### src/rtl/matvec_mac_array_if.sv
// FIFO read-side and control/result bundle between the matrix/vector FIFO fill
// stage and the lockstep multiply-accumulate array.
interface matvec_mac_array_if #(
    parameter int N      = 8,
    parameter int DATA_W = 8,
    parameter int ACC_W  = 24
);
    logic                         start;
    logic [N-1:0][DATA_W-1:0]     fifo_a_rd_data;
    logic [N-1:0]                 fifo_a_empty;
    logic [N-1:0]                 fifo_a_rd_en;
    logic [DATA_W-1:0]            fifo_b_rd_data;
    logic                         fifo_b_empty;
    logic                         fifo_b_rd_en;
    logic [N-1:0][ACC_W-1:0]      result;
    logic                         busy;
    logic                         done;

    modport master (
        output start,
        output fifo_a_rd_data,
        output fifo_a_empty,
        output fifo_b_rd_data,
        output fifo_b_empty,
        input  fifo_a_rd_en,
        input  fifo_b_rd_en,
        input  result,
        input  busy,
        input  done
    );

    modport slave (
        input  start,
        input  fifo_a_rd_data,
        input  fifo_a_empty,
        input  fifo_b_rd_data,
        input  fifo_b_empty,
        output fifo_a_rd_en,
        output fifo_b_rd_en,
        output result,
        output busy,
        output done
    );
endinterface

### src/rtl/matvec_mac_array.sv
// Lockstep matrix-vector multiply: pops N A-row FIFOs and the shared B FIFO
// together and accumulates C[i] = sum_j A[i][j]*B[j] on N parallel lanes.
module matvec_mac_array #(
    parameter int N      = 8,
    parameter int DATA_W = 8,
    parameter int ACC_W  = 24
) (
    input  logic              clk,
    input  logic              rst,
    matvec_mac_array_if.slave bus
);
    localparam int CNT_W = $clog2(N + 1);
    localparam logic [CNT_W-1:0] CNT_FULL = CNT_W'(N);
    localparam logic [CNT_W-1:0] CNT_LAST = CNT_W'(N - 1);

    localparam logic [1:0] S_IDLE = 2'd0;
    localparam logic [1:0] S_RUN  = 2'd1;
    localparam logic [1:0] S_DONE = 2'd2;

    logic [1:0]              state_q, state_d;
    logic [CNT_W-1:0]        issue_cnt_q, issue_cnt_d;
    logic [CNT_W-1:0]        acc_cnt_q, acc_cnt_d;
    logic                    rd_valid_q, rd_valid_d;
    logic [N-1:0][ACC_W-1:0] result_q, result_d;
    logic                    issue;

    // A pop happens only when every FIFO can supply its element this cycle.
    always_comb begin
        issue = (state_q == S_RUN) && (issue_cnt_q < CNT_FULL) &&
                !(|bus.fifo_a_empty) && !bus.fifo_b_empty;
    end

    always_comb begin
        state_d     = state_q;
        issue_cnt_d = issue_cnt_q;
        acc_cnt_d   = acc_cnt_q;
        result_d    = result_q;
        rd_valid_d  = issue;
        case (state_q)
            S_IDLE: begin
                if (bus.start) begin
                    state_d     = S_RUN;
                    issue_cnt_d = '0;
                    acc_cnt_d   = '0;
                    result_d    = '0;
                end
            end
            S_RUN: begin
                if (issue) begin
                    issue_cnt_d = issue_cnt_q + 1'b1;
                end
                // Read data lands one cycle after the pop, so accumulate on rd_valid_q.
                if (rd_valid_q) begin
                    for (int i = 0; i < N; i++) begin
                        result_d[i] = result_q[i] +
                                      ACC_W'(bus.fifo_a_rd_data[i]) * ACC_W'(bus.fifo_b_rd_data);
                    end
                    acc_cnt_d = acc_cnt_q + 1'b1;
                    if (acc_cnt_q == CNT_LAST) begin
                        state_d = S_DONE;
                    end
                end
            end
            S_DONE: begin
                state_d = S_IDLE;
            end
            default: begin
                state_d = S_IDLE;
            end
        endcase
    end

    always_ff @(posedge clk or posedge rst) begin
        if (rst) begin
            state_q     <= S_IDLE;
            issue_cnt_q <= '0;
            acc_cnt_q   <= '0;
            rd_valid_q  <= 1'b0;
            result_q    <= '0;
        end else begin
            state_q     <= state_d;
            issue_cnt_q <= issue_cnt_d;
            acc_cnt_q   <= acc_cnt_d;
            rd_valid_q  <= rd_valid_d;
            result_q    <= result_d;
        end
    end

    assign bus.fifo_a_rd_en = {N{issue}};
    assign bus.fifo_b_rd_en = issue;
    assign bus.result       = result_q;
    assign bus.busy         = (state_q != S_IDLE);
    assign bus.done         = (state_q == S_DONE);
endmodule

### src/flat_wrapper.sv
// flat-port wrapper written by rule: the top's interface ports become plain ports
module matvec_mac_array_flat 
#(
    parameter int N      = 8,
    parameter int DATA_W = 8,
    parameter int ACC_W  = 24
)
  (clk, rst, bus_start, bus_fifo_a_rd_data, bus_fifo_a_empty, bus_fifo_b_rd_data, bus_fifo_b_empty, bus_fifo_a_rd_en, bus_fifo_b_rd_en, bus_result, bus_busy, bus_done);
  matvec_mac_array_if #(.N(N), .DATA_W(DATA_W), .ACC_W(ACC_W)) bus_i ();
  input  logic clk;
  input  logic rst;
  input wire logic [$bits(bus_i.start)-1:0] bus_start;
  input wire logic [$bits(bus_i.fifo_a_rd_data)-1:0] bus_fifo_a_rd_data;
  input wire logic [$bits(bus_i.fifo_a_empty)-1:0] bus_fifo_a_empty;
  input wire logic [$bits(bus_i.fifo_b_rd_data)-1:0] bus_fifo_b_rd_data;
  input wire logic [$bits(bus_i.fifo_b_empty)-1:0] bus_fifo_b_empty;
  output wire logic [$bits(bus_i.fifo_a_rd_en)-1:0] bus_fifo_a_rd_en;
  output wire logic [$bits(bus_i.fifo_b_rd_en)-1:0] bus_fifo_b_rd_en;
  output wire logic [$bits(bus_i.result)-1:0] bus_result;
  output wire logic [$bits(bus_i.busy)-1:0] bus_busy;
  output wire logic [$bits(bus_i.done)-1:0] bus_done;
  assign bus_i.start = bus_start;
  assign bus_i.fifo_a_rd_data = bus_fifo_a_rd_data;
  assign bus_i.fifo_a_empty = bus_fifo_a_empty;
  assign bus_i.fifo_b_rd_data = bus_fifo_b_rd_data;
  assign bus_i.fifo_b_empty = bus_fifo_b_empty;
  assign bus_fifo_a_rd_en = bus_i.fifo_a_rd_en;
  assign bus_fifo_b_rd_en = bus_i.fifo_b_rd_en;
  assign bus_result = bus_i.result;
  assign bus_busy = bus_i.busy;
  assign bus_done = bus_i.done;
  matvec_mac_array #(.N(N), .DATA_W(DATA_W), .ACC_W(ACC_W)) u_core (.clk(clk), .rst(rst), .bus(bus_i));
endmodule
### config.mk
export PLATFORM = sky130hd
export DESIGN_NAME = matvec_mac_array_flat
export DESIGN_NICKNAME = d
export VERILOG_FILES = /design/src/rtl/matvec_mac_array_if.sv /design/src/rtl/matvec_mac_array.sv /design/src/flat_wrapper.sv
export SDC_FILE = /design/constraint.sdc
export NUM_CORES = 2
export LEC_CHECK = 0
export ABC_AREA = 1
export BUFFER_PORTS_ARGS = -buffer_cell sky130_fd_sc_hd__clkbuf_2
export CAP_MARGIN = 20
export CORE_ASPECT_RATIO = 1.75
export CORE_UTILIZATION = 55
export CTS_CLUSTER_SIZE = 25
export DETAILED_ROUTE_END_ITERATION = 7
export PLACE_DENSITY_LB_ADDON = 0.1
export SLEW_MARGIN = 25
export SYNTH_ARGS = -nofsm -noshare
export SYNTH_HDL_FRONTEND = slang
export SYNTH_SLANG_ARGS = --single-unit
### constraint.sdc
create_clock -name clk -period 7.45 [get_ports clk]
set_input_delay 0.3725 -clock clk [delete_from_list [all_inputs] [get_ports clk]]
set_output_delay 0.3725 -clock clk [all_outputs]
set_load 0.005 [all_outputs]
==> reports/qor.csv <==
metric,value,unit
slew_headroom,38.5,%
status,completed,
fp.dieH,324,um
area_growth,8.27,%
finalWirelength,90300,um
period_needed,4760,ps
holdWs,306,ps
wl_per_cell,16.0,um
ys_warn_count,0,
clk_pin_slew,60,ps
ios,287,
internal_power,4.88,mW
fin_nets,5668,
wl_met2,47100,um
power_density,305,mW/mm^2
ant_nets,0,
post-dp-hpwl,70700,um
peakVddDrop,0.249,mV
start_util,55.8,%
crit_top_cell,nand2_1,
cap_viol_max_count,0,
cp.arrival,5290,ps
p_sw_share,54.5,%
routedLengthMet1,34100,um
synth_top_area_share,24.6,%
cts_buffers,26,
grt_max_degree,99,
p_comb_share,72.4,%
via_per_inst,5.03,
cp_top_family,adder cells,
cts_tree,built,
crit_path_max_incr_delay,660,ps
worst_path_max_delay_cell,buf_2,
switchingPower,5.84,mW
insertedDiodeCount,0,
ys_seq_area_share,15.6,%
drt-initial-drc-count,1182,
drc,0,
grt_pass1_vias,29000,
final_common_cell,nand2_1,
wl_met3,4430,um
hold_viol_final,0,
cts.path.max_buffers,3,
crit_chain,buf_2 -> buf_4 -> nand2_1 -> fa_1 -> inv_1 -> fa_1 -> fa_1 -> inv_1 -> fa_1 -> inv_1 -> ha_1 -> a21oi_1 -> nor2_1 -> nor2_1 -> nand2_1 -> nand2_1 -> nand2_1 -> nand3_1 -> nand2_1 -> nor2_1,
leakage,22.5,nW
syn_area,0.0325,mm^2
setup_viol,0,
seqPwrFrac,13.8,%
yosys.area.top_type,fa_1,
holdBufCountCts,1,
endpoint_kind,flop,
grt.total_usage,31.1,%
die_area,0.0601,mm^2
synth.distinct_cells,39,
fmax,210,MHz
synthTopCellsByArea,"fa_1, nand2_1, dfrtp_1",
grt-ovfl-total,0,
synthCells,4696,
hold_class,primary input to flop,
synth_seq_cells,203,
via_count,28400,
skew,19.6,ps
finalPower,10.7,mW
postCtsSetupBuffers,0,
clkPwrFrac,13.8,%
cts_root_buf,clkbuf_16,
top_layer,met5,
required,7980,ps
antenna_found_initial,6,
worstPathMaxFanout,35,
rsz0062_at_grt,no,
min_period_over_period,63.9,%
htreeDepth,1,
fin_setup_tns,0,ps
tightest_slew,923,ps
syn-num-nets,5510,
place.gp.congestion,0.940,
start_kind,primary input,
syn_avg_cell_area,6.92,um^2
slew_viol_final,0,
drt_pre_antenna_iters,5,
die_w,186,um
core,0.0583,mm^2
std_cell_rows,117,
worst-setup-path-type,primary input to flop,
ctsResizeCount,0,
critical_path_buf_inv_count,5,
final_util,60.4,%
layout_common_cells,"nand2_1, inv_1, fa_1, ha_1, nor2_1",
clock_latency,610,ps
drive_above_1_share,7.63,%
numPortBuffers,286,
grt_pass1_wl,144000,um
cts.sinks,203,
==> worst paths after layout <==
path | start | end | slack (ps) | depth (start not counted)
max | bus_fifo_b_rd_data[2] | u_core.bus.result[139] | 2690 | 20
min | bus_fifo_a_empty[1] | u_core.rd_valid_q | 310 | 5
max reg2reg | u_core.bus.result[6] | u_core.bus.result[11] | 3270 | 18
min reg2reg | u_core.acc_cnt_q[1] | u_core.acc_cnt_q[1] | 510 | 2
max in group asynchronous | rst | u_core.issue_cnt_q[2] | 5600 | 4
min in group asynchronous | rst | u_core.bus.result[60] | 410 | 3
==> kinds of logic (layout without fill, tap and decap cells) <==
| kind of cell | after synthesis | after routing | share of synthesized area [%] |
|---|---|---|---|
| and+or+nand+nor | 1905 | 1905 | 23.2 |
| buffers and inverters | 1482 | 1659 | 17.7 |
| adders and majority gates | 730 | 730 | 37.3 |
| AOI/OAI and AO/OA | 371 | 371 | 6.07 |
| DFF | 203 | 203 | 15.6 |
| xor gates and xnor gates | 5 | 5 | 0.135 |
==> cell usage after synthesis, drive strengths merged <==
cell,count
a21oi,172
o22ai,23
nand3,162
a31oi,2
nor3,23
a211o,1
nor2,293
a22o,4
nand2,1388
nand3b,8
o21bai,14
a31o,1
nand4,12
dfrtp,203
or2,10
buf,58
inv,1307
fa,400
and3,3
and2,6
a21boi,7
xnor2,5
o21ai,144
o32ai,2
ha,330
clkbuf,117
a21o,1
==> through the flow <==
step                instance area (um^2)  cells  setup slack, ps
floorplan                          32500   4696             1540
global placement                   34200   5598             2220
detailed placement                 34200   5598             2140
CTS                                35200   5646             2790
global route                       35200   5646             2400
finish                             35200   5646             2690
==> worst register-to-register path, stage by stage (launching register included) <==
cell and delay, ps:
dfrtp_1 450, inv_1 110, fa_1 530, inv_1 50, fa_1 490, inv_1 50, fa_1 480, fa_1 500
inv_1 40, ha_1 330, nand2_1 90, nand2_1 60, nor2_1 190, inv_1 80, nand2_1 60, nand2_1 110
or2_2 290, nand3_1 70, nand2_1 70
==> power groups by stage <==
stage                     logic, mW  registers [mW]  clock network [mW]
after floorplan                5.80            1.43                   0
after global routing           9.03            1.49                1.54
final                          7.76            1.48                1.48
after detailed placement       7.72            1.50                   0
after CTS                      7.78            1.48                1.52
after global placement         7.63            1.50                   0
==> per-layer routing <==
| layer | track usage [%] | up-vias |
|---|---|---|
| met2 | 57.9 | 704 |
| met4 | 15.6 | 10 |
| li1 | - | 14000 |
| met1 | 33.9 | 13400 |
| met3 | 4.15 | 228 |
| met5 | 0 | - |
==> sequential cells by signal (all words and copies together) (netlist names) <==
register	count
u_core.bus.result	192
u_core.acc_cnt_q	4
u_core.issue_cnt_q	4
u_core.state_q	2
u_core.rd_valid_q	1
==> final cells by class <==
cell class / count / area [um^2]
Clock buffer: 35 / 756
Clock inverter: 12 / 194
Fill cell: 5839 / 23100
Inverter: 1307 / 4920
Multi-Input combinational cell: 3011 / 21700
Sequential cell: 203 / 5080
Tap cell: 773 / 967
Timing Repair Buffer: 305 / 1590
Power figures use the tool's default switching activity.
